==> src/rtl/decode_pkg.sv <==
// Shared definitions for the decode stage.
// Holds the MIPS-subset opcode/funct encodings, the ALU operation codes
// driven towards execute, the decoded control bundle produced by
// decode_comb, and the RUN/HALT state enumeration used by decode_stage.
package decode_pkg;

    // Primary opcodes (instr[31:26])
    localparam logic [5:0] OP_RTYPE = 6'h00;
    localparam logic [5:0] OP_J     = 6'h02;
    localparam logic [5:0] OP_BEQ   = 6'h04;
    localparam logic [5:0] OP_BNE   = 6'h05;
    localparam logic [5:0] OP_ADDI  = 6'h08;
    localparam logic [5:0] OP_LW    = 6'h23;
    localparam logic [5:0] OP_SW    = 6'h2B;
    localparam logic [5:0] OP_HALT  = 6'h3F;

    // R-type function codes (instr[5:0])
    localparam logic [5:0] FN_ADD   = 6'h20;
    localparam logic [5:0] FN_SUB   = 6'h22;
    localparam logic [5:0] FN_AND   = 6'h24;
    localparam logic [5:0] FN_OR    = 6'h25;
    localparam logic [5:0] FN_SLT   = 6'h2A;

    // ALU operation codes
    localparam logic [2:0] ALU_ADD  = 3'b000;
    localparam logic [2:0] ALU_HALT = 3'b001;
    localparam logic [2:0] ALU_SUB  = 3'b010;
    localparam logic [2:0] ALU_AND  = 3'b011;
    localparam logic [2:0] ALU_SLT  = 3'b100;
    localparam logic [2:0] ALU_OR   = 3'b101;
    localparam logic [2:0] ALU_CMP  = 3'b110;

    // Decoded control bundle. wr_rd selects rd (1) or rt (0) as the
    // destination; is_halt marks the halt instruction for the stage FSM.
    typedef struct packed {
        logic       reg_write;
        logic       mem_read;
        logic       mem_write;
        logic       mem_to_reg;
        logic       alu_src2;
        logic [2:0] alu_op;
        logic       branch_eq;
        logic       branch_ne;
        logic       jump;
        logic       wr_rd;
        logic       is_halt;
    } ctrl_t;

    typedef enum logic {
        ST_RUN  = 1'b0,
        ST_HALT = 1'b1
    } state_e;

endpackage

==> src/rtl/decode_comb.sv <==
// Pure combinational instruction decoder.
// Ports:
//   opcode_i   [5:0]  instr[31:26]
//   funct_i    [5:0]  instr[5:0]
//   ctrl_o     ctrl_t decoded control bundle (all zero for illegal encodings)
//   illegal_o         opcode or funct not recognised
//   reads_rt_o        instruction uses rt as a source operand
module decode_comb
    import decode_pkg::*;
(
    input  logic [5:0] opcode_i,
    input  logic [5:0] funct_i,
    output ctrl_t      ctrl_o,
    output logic       illegal_o,
    output logic       reads_rt_o
);

    always_comb begin
        ctrl_o     = '0;
        illegal_o  = 1'b0;
        reads_rt_o = 1'b0;
        case (opcode_i)
            OP_RTYPE: begin
                reads_rt_o       = 1'b1;
                ctrl_o.reg_write = 1'b1;
                ctrl_o.wr_rd     = 1'b1;
                case (funct_i)
                    FN_ADD:  ctrl_o.alu_op = ALU_ADD;
                    FN_SUB:  ctrl_o.alu_op = ALU_SUB;
                    FN_AND:  ctrl_o.alu_op = ALU_AND;
                    FN_OR:   ctrl_o.alu_op = ALU_OR;
                    FN_SLT:  ctrl_o.alu_op = ALU_SLT;
                    default: begin
                        // Unknown funct becomes a bubble bundle
                        ctrl_o    = '0;
                        illegal_o = 1'b1;
                    end
                endcase
            end
            OP_ADDI: begin
                ctrl_o.alu_op    = ALU_ADD;
                ctrl_o.alu_src2  = 1'b1;
                ctrl_o.reg_write = 1'b1;
            end
            OP_LW: begin
                ctrl_o.alu_op     = ALU_ADD;
                ctrl_o.alu_src2   = 1'b1;
                ctrl_o.mem_read   = 1'b1;
                ctrl_o.mem_to_reg = 1'b1;
                ctrl_o.reg_write  = 1'b1;
            end
            OP_SW: begin
                reads_rt_o       = 1'b1;
                ctrl_o.alu_op    = ALU_ADD;
                ctrl_o.alu_src2  = 1'b1;
                ctrl_o.mem_write = 1'b1;
            end
            OP_BEQ: begin
                reads_rt_o       = 1'b1;
                ctrl_o.alu_op    = ALU_CMP;
                ctrl_o.branch_eq = 1'b1;
            end
            OP_BNE: begin
                reads_rt_o       = 1'b1;
                ctrl_o.alu_op    = ALU_CMP;
                ctrl_o.branch_ne = 1'b1;
            end
            OP_J: begin
                ctrl_o.jump = 1'b1;
            end
            OP_HALT: begin
                ctrl_o.alu_op  = ALU_HALT;
                ctrl_o.is_halt = 1'b1;
            end
            default: begin
                illegal_o = 1'b1;
            end
        endcase
    end

endmodule

==> src/rtl/decode_stage.sv <==
// Registered instruction-decode pipeline stage between fetch and execute.
// Accepts one instruction per cycle (if_valid/id_ready), presents the
// decoded bundle one cycle later (ex_valid/ex_ready), inserts a one-cycle
// bubble on a load-use hazard, supports flush, and latches a HALT state
// that only reset can leave.
// Ports:
//   clk, rst                 clock, synchronous active-high reset
//   if_valid/if_instr/if_pc  fetch side instruction and its PC
//   id_ready                 stage accepts the instruction this cycle
//   flush                    kill the bundle in decode and the one arriving
//   ex_ready                 execute consumes the bundle
//   ex_*                     registered decoded bundle towards execute
//   illegal                  one-cycle pulse for an accepted unknown encoding
//   halted                   stage has entered HALT
module decode_stage
    import decode_pkg::*;
#(
    parameter int REG_AW    = 5,
    parameter int IMM_W     = 32,
    parameter bit HAZARD_EN = 1'b1
) (
    input  logic              clk,
    input  logic              rst,
    input  logic              if_valid,
    input  logic [31:0]       if_instr,
    input  logic [31:0]       if_pc,
    output logic              id_ready,
    input  logic              flush,
    input  logic              ex_ready,
    output logic              ex_valid,
    output logic [31:0]       ex_pc,
    output logic              ex_reg_write,
    output logic              ex_mem_read,
    output logic              ex_mem_write,
    output logic              ex_mem_to_reg,
    output logic              ex_alu_src2,
    output logic [2:0]        ex_alu_op,
    output logic [REG_AW-1:0] ex_rs,
    output logic [REG_AW-1:0] ex_rt,
    output logic [REG_AW-1:0] ex_wr_addr,
    output logic [IMM_W-1:0]  ex_imm,
    output logic              ex_branch_eq,
    output logic              ex_branch_ne,
    output logic              ex_jump,
    output logic [25:0]       ex_jump_target,
    output logic              illegal,
    output logic              halted
);

    ctrl_t dec_ctrl;
    logic  dec_illegal;
    logic  dec_reads_rt;

    decode_comb u_decode_comb (
        .opcode_i   (if_instr[31:26]),
        .funct_i    (if_instr[5:0]),
        .ctrl_o     (dec_ctrl),
        .illegal_o  (dec_illegal),
        .reads_rt_o (dec_reads_rt)
    );

    // Register fields truncated to the configured address width
    logic [4:0]        rs_field, rt_field, rd_field;
    logic [REG_AW-1:0] rs_a, rt_a, rd_a;

    assign rs_field = if_instr[25:21];
    assign rt_field = if_instr[20:16];
    assign rd_field = if_instr[15:11];
    assign rs_a     = rs_field[REG_AW-1:0];
    assign rt_a     = rt_field[REG_AW-1:0];
    assign rd_a     = rd_field[REG_AW-1:0];

    // Next-state bundle values
    logic [REG_AW-1:0] wr_addr_d;
    logic              reg_write_d;
    logic [IMM_W-1:0]  imm_d;

    always_comb begin
        wr_addr_d = '0;
        if (dec_ctrl.reg_write) begin
            wr_addr_d = dec_ctrl.wr_rd ? rd_a : rt_a;
        end
    end

    // Writes to r0 are architecturally discarded
    assign reg_write_d = dec_ctrl.reg_write & (wr_addr_d != '0);
    assign imm_d       = IMM_W'($signed(if_instr[15:0]));

    // Pipeline register state
    state_e            state_q;
    logic              halted_q;
    logic              ex_valid_q;
    logic [31:0]       ex_pc_q;
    logic              reg_write_q, mem_read_q, mem_write_q, mem_to_reg_q;
    logic              alu_src2_q;
    logic [2:0]        alu_op_q;
    logic [REG_AW-1:0] rs_q, rt_q, wr_addr_q;
    logic [IMM_W-1:0]  imm_q;
    logic              branch_eq_q, branch_ne_q, jump_q;
    logic [25:0]       jump_target_q;
    logic              illegal_q;

    // Load-use interlock: the load in execute targets a register the
    // instruction being presented reads.
    logic hazard;

    generate
        if (HAZARD_EN) begin : g_hazard
            assign hazard = ex_valid_q & mem_read_q & (wr_addr_q != '0) &
                            ((wr_addr_q == rs_a) |
                             ((wr_addr_q == rt_a) & dec_reads_rt));
        end else begin : g_no_hazard
            assign hazard = 1'b0;
        end
    endgenerate

    logic accept;

    assign id_ready = ~rst & (state_q == ST_RUN) & ~hazard & (~ex_valid_q | ex_ready);
    assign accept   = if_valid & id_ready;

    // RUN/HALT state machine
    always_ff @(posedge clk) begin
        if (rst) begin
            state_q  <= ST_RUN;
            halted_q <= 1'b0;
        end else begin
            case (state_q)
                ST_RUN: begin
                    if (accept && !flush && dec_ctrl.is_halt) begin
                        state_q  <= ST_HALT;
                        halted_q <= 1'b1;
                    end
                end
                ST_HALT: begin
                    state_q  <= ST_HALT;
                    halted_q <= 1'b1;
                end
                default: begin
                    state_q  <= ST_RUN;
                    halted_q <= 1'b0;
                end
            endcase
        end
    end

    // Output bundle register
    always_ff @(posedge clk) begin
        if (rst) begin
            ex_valid_q    <= 1'b0;
            ex_pc_q       <= '0;
            reg_write_q   <= 1'b0;
            mem_read_q    <= 1'b0;
            mem_write_q   <= 1'b0;
            mem_to_reg_q  <= 1'b0;
            alu_src2_q    <= 1'b0;
            alu_op_q      <= '0;
            rs_q          <= '0;
            rt_q          <= '0;
            wr_addr_q     <= '0;
            imm_q         <= '0;
            branch_eq_q   <= 1'b0;
            branch_ne_q   <= 1'b0;
            jump_q        <= 1'b0;
            jump_target_q <= '0;
            illegal_q     <= 1'b0;
        end else if (flush) begin
            // Drops both the bundle in decode and anything accepted now
            ex_valid_q <= 1'b0;
            illegal_q  <= 1'b0;
        end else if (accept) begin
            ex_valid_q    <= 1'b1;
            ex_pc_q       <= if_pc;
            reg_write_q   <= reg_write_d;
            mem_read_q    <= dec_ctrl.mem_read;
            mem_write_q   <= dec_ctrl.mem_write;
            mem_to_reg_q  <= dec_ctrl.mem_to_reg;
            alu_src2_q    <= dec_ctrl.alu_src2;
            alu_op_q      <= dec_ctrl.alu_op;
            rs_q          <= rs_a;
            rt_q          <= rt_a;
            wr_addr_q     <= wr_addr_d;
            imm_q         <= imm_d;
            branch_eq_q   <= dec_ctrl.branch_eq;
            branch_ne_q   <= dec_ctrl.branch_ne;
            jump_q        <= dec_ctrl.jump;
            jump_target_q <= if_instr[25:0];
            illegal_q     <= dec_illegal;
        end else begin
            // Consumed with nothing new (stall bubble or idle); otherwise hold
            if (ex_ready) begin
                ex_valid_q <= 1'b0;
            end
            illegal_q <= 1'b0;
        end
    end

    assign ex_valid       = ex_valid_q;
    assign ex_pc          = ex_pc_q;
    assign ex_reg_write   = reg_write_q;
    assign ex_mem_read    = mem_read_q;
    assign ex_mem_write   = mem_write_q;
    assign ex_mem_to_reg  = mem_to_reg_q;
    assign ex_alu_src2    = alu_src2_q;
    assign ex_alu_op      = alu_op_q;
    assign ex_rs          = rs_q;
    assign ex_rt          = rt_q;
    assign ex_wr_addr     = wr_addr_q;
    assign ex_imm         = imm_q;
    assign ex_branch_eq   = branch_eq_q;
    assign ex_branch_ne   = branch_ne_q;
    assign ex_jump        = jump_q;
    assign ex_jump_target = jump_target_q;
    assign illegal        = illegal_q;
    assign halted         = halted_q;

endmodule
==> config.mk <==
export PLATFORM = sky130hd
export DESIGN_NAME = decode_stage
export DESIGN_NICKNAME = d
export VERILOG_FILES = /design/src/rtl/decode_pkg.sv /design/src/rtl/decode_comb.sv /design/src/rtl/decode_stage.sv
export SDC_FILE = /design/constraint.sdc
export NUM_CORES = 1
export LEC_CHECK = 0
export BUFFER_PORTS_ARGS = -buffer_cell sky130_fd_sc_hd__clkbuf_2
export CAP_MARGIN = 10
export CORE_MARGIN = 10
export CORE_UTILIZATION = 49
export CTS_CLUSTER_DIAMETER = 60
export CTS_CLUSTER_SIZE = 40
export DETAILED_ROUTE_END_ITERATION = 8
export PLACE_DENSITY = 0.92
export SLEW_MARGIN = 15
export SYNTH_ARGS = -nofsm -noshare
export SYNTH_HDL_FRONTEND = slang
export SYNTH_SLANG_ARGS = --single-unit
==> constraint.sdc <==
create_clock -name clk -period 4.9 [get_ports clk]
set_clock_uncertainty 0.2 [all_clocks]
set_input_delay 0 -clock clk [delete_from_list [all_inputs] [get_ports clk]]
set_output_delay 0 -clock clk [all_outputs]
set_load 0.01 [all_outputs]
==> run_results.csv, run 1 <==
group,metric,value,unit
grt,grt_pass1_wl,22.1,mm
run,cap_violations,0,
synthesis,synth_fp_nets,526,
synthesis,synth.area.mux_share,0.00539,
final_layout,area_growth,41.9,%
setup_path,start_kind,"register",
synthesis,synth_compound_area_frac,0.243,
grt,grt_antenna_before_repair,0,
synthesis,synthXorXnorAreaFrac,0.0283,
synthesis,synth_cell_type_count,42,
timing,hold_viol,0,
final_layout,drive_gt1_frac,0.334,
setup_path,critPathKind,"reg2reg",
die,core_region_area,7330,um^2
place,port_buffers,188,
synthesis,synthAdderAreaFrac,0,
clock_network,htreeDepth,3,
synthesis,synthCells,457,
clock_network,cts_setup_buffers,0,
synthesis,synth_top_cell_by_area,"dfxtp_1",
die,start_util,0.507,
min_path,hold_class,"in2reg",
synthesis,synth-edff-count,0,
final_layout,nFillCells,552,
place,place.gp.congestion,0.889,
final_layout,diodes,0,
die,ios,189,
status,outcome,"completed",
route,wl,14.0,mm
clock_network,clock_latency,0.34,ns
synthesis,postSynthAreaPerCell,8.13,um^2
synthesis,synth_top_family_by_area,"compound AO/OA/AOI/OAI gates",
die,fp-row-count,31,
route,wl_per_cell,18.7,um
timing,worst_slew_pin_slew,0.841,ns
power,power.density,273,nW/um^2
clock_network,cts-root-buf,"clkbuf_8",
final_layout,layout.nets,716,
clock_network,clock-sinks,77,
grt,grt_max_degree,81,
timing,rsz0062_at_grt,"no",
timing,final-setup-viol-count,0,
synthesis,synthFlopType,"dfxtp_1",
grt,grt_usage,0.234,
synthesis,yosys.area_share.simple,0.169,
setup_path,worst_ep_arrival_time,3.71,ns
place,dp_hpwl,8.78,mm
power,vdd_drop_max,0.167,mV
synthesis,syn-cell-area,3710,um^2
grt,grt_pass1_vias,4293,
synthesis,yosysTopAreaCellShare,0.415,
synthesis,yosys.cell_count.top_type,"dfxtp_1",
grt,grt-ovfl-total,0,
route,drc,0,
die,dieArea,11500,um^2
die,die_y,107,um
final_layout,fin_util,0.719,
synthesis,synthArstFlopShare,0,
timing,timing.fmax,0.276,GHz
setup_path,worstPathMaxFanout,37,
setup_path,required,4.99,ns
route,drt-initial-drc-count,383,
clock_network,clkTransAtPathRegs,0.08,ns
synthesis,synth_common_cells,"dfxtp_1, a21oi_1, o21ai_0",
route,antenna_left,0,
synthesis,seq_area_frac_synth,0.415,
route,viasPerCell,5.67,
synthesis,yosys_warnings,0,
clock_network,cts_tree,"done",
clock_network,cts_buffer_depth,2,
timing,maxSlewViolCount,0,
timing,period_minus_slack,3.62,ns
timing,fin_tns_setup,0,ns
synthesis,synth_area_leaders,"dfxtp_1, a21oi_1, o21ai_0",
timing,slew_headroom,0.439,
setup_path,worstSetupEndpointType,"register",
route,vias,4255,
final_layout,regArea,1540,um^2
timing,fin_crit_sh,0.739,
final_layout,multi_input_comb_area,1660,um^2
die,dieWidth,107,um
power,leakagePower,2.27,nW
clock_network,numCtsBuffers,9,
route,drt_first_pass_iters,7,
synthesis,ys_seq_elements,77,
[layout make-up]
class	count	share of cell area
clock buffer	11	0.0287
clock inverter	5	0.0154
inverter	3	0.00214
multi-input combinational	291	0.316
sequential	77	0.292
tap	99	0.0235
timing repair buffer	265	0.322
[critical path, stage by stage, from the launching register on]
cell,delay [ns]
dfxtp_1,0.36
or4_4,0.54
o211ai_2,0.25
o41a_2,0.67
buf_4,0.47
nand2_1,0.21
nor3_1,0.26
dlygate4sd3_1,0.58
[registers in the layout, summed over array words and instances (netlist names), 2 cells and up]
signal,count
ex_rs,5
ex_jump_target,2
ex_alu_op,3
ex_imm,15
ex_wr_addr,5
ex_rt,4
ex_pc,32
[per-layer routing]
metal | track usage | wire length, um
met2 | 0.390 | 6790
met4 | 0.106 | 335
met3 | 0.0982 | 1580
met5 | 0 | 0
met1 | 0.254 | 5320
[cell usage in the layout (no fill, tap or decap), drive strengths merged, types with 3 or more instances in the layout]
| cell type | n |
|---|---|
| clkbuf | 199 |
| dfxtp | 77 |
| dlygate4sd3 | 72 |
| a21oi | 71 |
| o21ai | 69 |
| nand3 | 62 |
| nor2 | 10 |
| nor3 | 9 |
| xor2 | 7 |
| nand2b | 6 |
| a22oi | 6 |
| xnor2 | 5 |
| a211oi | 5 |
| buf | 5 |
| nor4 | 4 |
| nor2b | 4 |
| nand4 | 4 |
| inv | 4 |
| o41ai | 4 |
| nand2 | 3 |
| nor4b | 3 |
[final timing paths]
kind,startpoint,endpoint,slack [ns],depth (start not counted)
worst max-delay path,ex_wr_addr[1],illegal,1.28,7
worst min-delay path,rst,state_q,0.17,3
worst max register to register,ex_wr_addr[1],illegal,1.28,7
worst min register to register,ex_pc[10],ex_pc[10],0.28,2
[repair_timing]
action | in CTS | in global routing
resized for setup | 0 | 0
hold buffers | 72 | 0
hold endpoints to repair | 76 | 0
[kinds of logic after synthesis]
logic type             after synthesis
flip-flops                          77
AO/OA/AOI/OAI                      163
buffers and inverters               89
AND/OR/NAND/NOR                    114
multiplexers                         2
XOR/XNOR                            12
[where the power goes]
part / leakage, nW / switching [mW] / total (mW) / internal [mW]
sequential: 0.625 / 0.0159 / 0.662 / 0.646
combinational: 1.53 / 0.114 / 0.221 / 0.107
clock: 0.116 / 0.240 / 0.556 / 0.316
[through the flow]
| step | hold WS (ns) | std cells | total power, mW | setup slack [ns] | instance area (um^2) |
|---|---|---|---|---|---|
| floorplan | -0.0523 | 457 | 0.777 | 2.66 | 3710 |
| global placement | 0.0349 | 663 | 0.842 | 2.05 | 4320 |
| detailed placement | 0.0447 | 663 | 0.847 | 1.89 | 4320 |
| CTS | 0.148 | 751 | 1.44 | 1.37 | 5270 |
| global route | 0.181 | 751 | 1.49 | 1.14 | 5270 |
| finish | 0.173 | 751 | 1.44 | 1.28 | 5270 |
Note: power is estimated with default switching activity, not from simulation.
==> run 2: changes to the inputs <==
Settings changed: ABC_AREA set to 1, CORE_UTILIZATION 49 to 42, PLACE_DENSITY 0.92 to 0.83.
Clock period 4.9 ns to 3.2 ns, I/O delays scaled along.
==> run 2 against run 1 <==
  * Sequential share of layout area shrank 2.8 points
  * Power is 55% higher
  * Register-to-register slack worse by 0.71 ns
  * First-iteration DRC count shrank 20%
  * Synthesized cell count rose by 38%
  * Setup slack worse by 0.77 ns
  * Critical path type is now in2reg
==> run_results.csv, run 2 <==
group,metric,value,unit
timing,period_minus_slack,2.69,ns
setup_path,worstPathMaxFanout,115,
power,power.density,384,nW/um^2
timing,worst_slew_pin_slew,0.490,ns
place,dp_hpwl,8.24,mm
min_path,hold_class,"in2reg",
route,drc,0,
clock_network,clock_latency,0.35,ns
timing,rsz0062_at_grt,"no",
synthesis,seq_area_frac_synth,0.382,
setup_path,worstSetupEndpointType,"register",
synthesis,yosys_warnings,0,
route,wl,12.8,mm
setup_path,start_kind,"input port",
min_path,min_path_cells,4,
grt,grt_antenna_before_repair,1,
min_path,min-delay-start,"if_instr[8]",
clock_network,cts_resized,0,
die,start_util,0.434,
final_layout,nFillCells,836,
setup_path,worst_ep_arrival_time,2.73,ns
synthesis,synthFlopType,"dfxtp_1",
synthesis,postSynthAreaPerCell,6.38,um^2
final_layout,final_cell_mix,"clkbuf_2, nand2_1, nor2_1",
timing,slew_headroom,0.671,
setup_path,r2r-end,"ex_rs[4]",
synthesis,synth_area_leaders,"dfxtp_1, nand2_1, nor2_1",
grt,grt_pass1_vias,4141,
synthesis,synth_cell_type_count,29,
clock_network,cts_tree,"done",
die,ios,189,
final_layout,drive_gt1_frac,0.247,
die,core_region_area,9280,um^2
route,vias,4231,
clock_network,clkTransAtPathRegs,0.09,ns
setup_path,r2r_start,"ex_wr_addr[2]",
clock_network,cts_setup_buffers,0,
timing,fin_tns_setup,0,ns
timing,timing.fmax,0.371,GHz
timing,hold_viol,0,
synthesis,synth_common_cells,"nand2_1, nor2_1, inv_1",
route,drt_first_pass_iters,5,
clock_network,clock-sinks,77,
clock_network,numCtsBuffers,9,
synthesis,synth_top_cell_by_area,"dfxtp_1",
synthesis,synthCells,632,
route,viasPerCell,4.23,
clock_network,cts_buffer_depth,2,
clock_network,cts-root-buf,"clkbuf_8",
synthesis,synth_fp_nets,701,
grt,grt_usage,0.181,
die,dieArea,13900,um^2
timing,fin_crit_sh,0.842,
clock_network,htreeDepth,3,
timing,maxSlewViolCount,0,
status,outcome,"completed",
route,drt-initial-drc-count,307,
setup_path,critPathKind,"in2reg",
place,place.gp.congestion,0.845,
setup_path,rr_worst_depth,12,
final_layout,fin_util,0.627,
final_layout,final_common_cell,"clkbuf_2",
die,fp-row-count,35,
synthesis,yosys.cell_count.top_type,"nand2_1",
grt,grt-ovfl-total,0,
synthesis,yosysTopAreaCellShare,0.382,
synthesis,synthArstFlopShare,0,
grt,grt_max_degree,116,
timing,final-setup-viol-count,0,
power,leakagePower,3.45,nW
route,antenna_left,0,
min_path,min_to,"ex_imm[8]",
final_layout,area_growth,44.5,%
die,die_y,118,um
final_layout,largest_reg_flops,32,
setup_path,r2r_slack,0.57,ns
route,wl_per_cell,12.8,um
synthesis,ys_seq_elements,77,
place,port_buffers,188,
final_layout,layout.nets,934,
die,dieWidth,118,um
synthesis,syn-cell-area,4030,um^2
synthesis,synth-edff-count,0,
run,cap_violations,0,
power,vdd_drop_max,0.196,mV
final_layout,regArea,1540,um^2
final_layout,multi_input_comb_area,1580,um^2
grt,grt_pass1_wl,21.0,mm
setup_path,required,3.23,ns
==> run 2: cell types whose count changed in the layout (fill, tap and decap cells not counted), moves of 4 or more <==
cell,delta
a211oi_1,-5
nor3_1,-6
nor2b_1,-4
inv_1,+100
dlygate4sd3_1,+25
nand2b_1,-6
xor2_1,-5
a22oi_1,-6
o21ai_0,-59
nor2_1,+144
nand2_1,+173
a21oi_1,-67
nand3_1,-45
==> run 2: final cells by class <==
cell class	instances	area share
inverter	104	0.0670
clock buffer	10	0.0219
multi-input combinational	384	0.272
clock inverter	6	0.0110
sequential	77	0.265
timing repair buffer	289	0.336
antenna	1	0.000430
tap	129	0.0277
==> run 2: power breakdown <==
| group | switching, mW | leakage (nW) | internal (mW) | total, mW |
|---|---|---|---|---|
| logic | 0.240 | 2.73 | 0.218 | 0.458 |
| clock network | 0.372 | 0.0923 | 0.359 | 0.731 |
| registers | 0.0360 | 0.629 | 1.01 | 1.04 |
==> run 2: cell families (layout without fill, tap and decap cells) <==
group                     count (synthesis)  in the layout  synth area share
and+or+nand+nor                         363            363             0.359
buffers and inverters                   171            409             0.225
DFF                                      77             77             0.382
AOI/OAI and AO/OA                        15             15            0.0208
xor gates and xnor gates                  6              6            0.0130
other                                     0              1                 0
==> run 2: worst max-delay path, cell delays in order <==
cell           delay (ns)
dlygate4sd3_1        0.56
clkbuf_2             0.14
nor2_1               0.22
nand3_2              0.16
nand3_1              0.11
nand2_1              0.06
nand2_1              0.09
nand2_2              0.08
nand3_4              0.08
buf_12               0.35
nand2_1              0.10
nand2_1              0.07
nor2_1               0.04
dlygate4sd3_1        0.57
==> run 2: worst max path at each step <==
stage	from	end	slack, ns	cells past startpoint
6_report	if_instr[26]	ex_rs[4]	0.51	14
5_1_grt	if_instr[26]	ex_rs[4]	0.32	14
4_1_cts	if_instr[26]	ex_pc[17]	0.59	14
3_5_place_dp	ex_wr_addr[2]	ex_pc[0]	1.18	11
3_3_place_gp	ex_wr_addr[2]	ex_wr_addr[1]	1.20	10
2_1_floorplan	ex_wr_addr[1]	ex_pc[5]	1.49	11
==> run 2: through the flow <==
stage | total power, mW | hold WS (ns) | setup slack, ns | area (um^2) | cells
2_1_floorplan | 1.31 | -0.111 | 1.49 | 4030 | 632
3_3_place_gp | 1.42 | -0.00132 | 1.20 | 4660 | 886
3_5_place_dp | 1.43 | -0.00261 | 1.18 | 4660 | 886
4_1_cts | 2.25 | 0.181 | 0.594 | 5820 | 999
5_1_grt | 2.37 | 0.225 | 0.322 | 5820 | 1000
6_report | 2.23 | 0.212 | 0.505 | 5820 | 1000
==> run 2: repair_timing <==
action | in CTS | in global routing
hold buffers | 97 | 0
hold endpoints to repair | 74 | 0
endpoints found under the setup margin | 0 | 0
==> run 2: per-layer routing <==
| metal | wire length [um] | vias up | GRT usage | part of all wire |
|---|---|---|---|---|
| li1 | - | 2262 | - | - |
| met2 | 6230 | 154 | 0.315 | 0.49 |
| met5 | 0 | - | 0 | 0 |
| met3 | 943 | 20 | 0.0576 | 0.074 |
| met1 | 5330 | 1795 | 0.198 | 0.42 |
| met4 | 274 | 0 | 0.0719 | 0.021 |
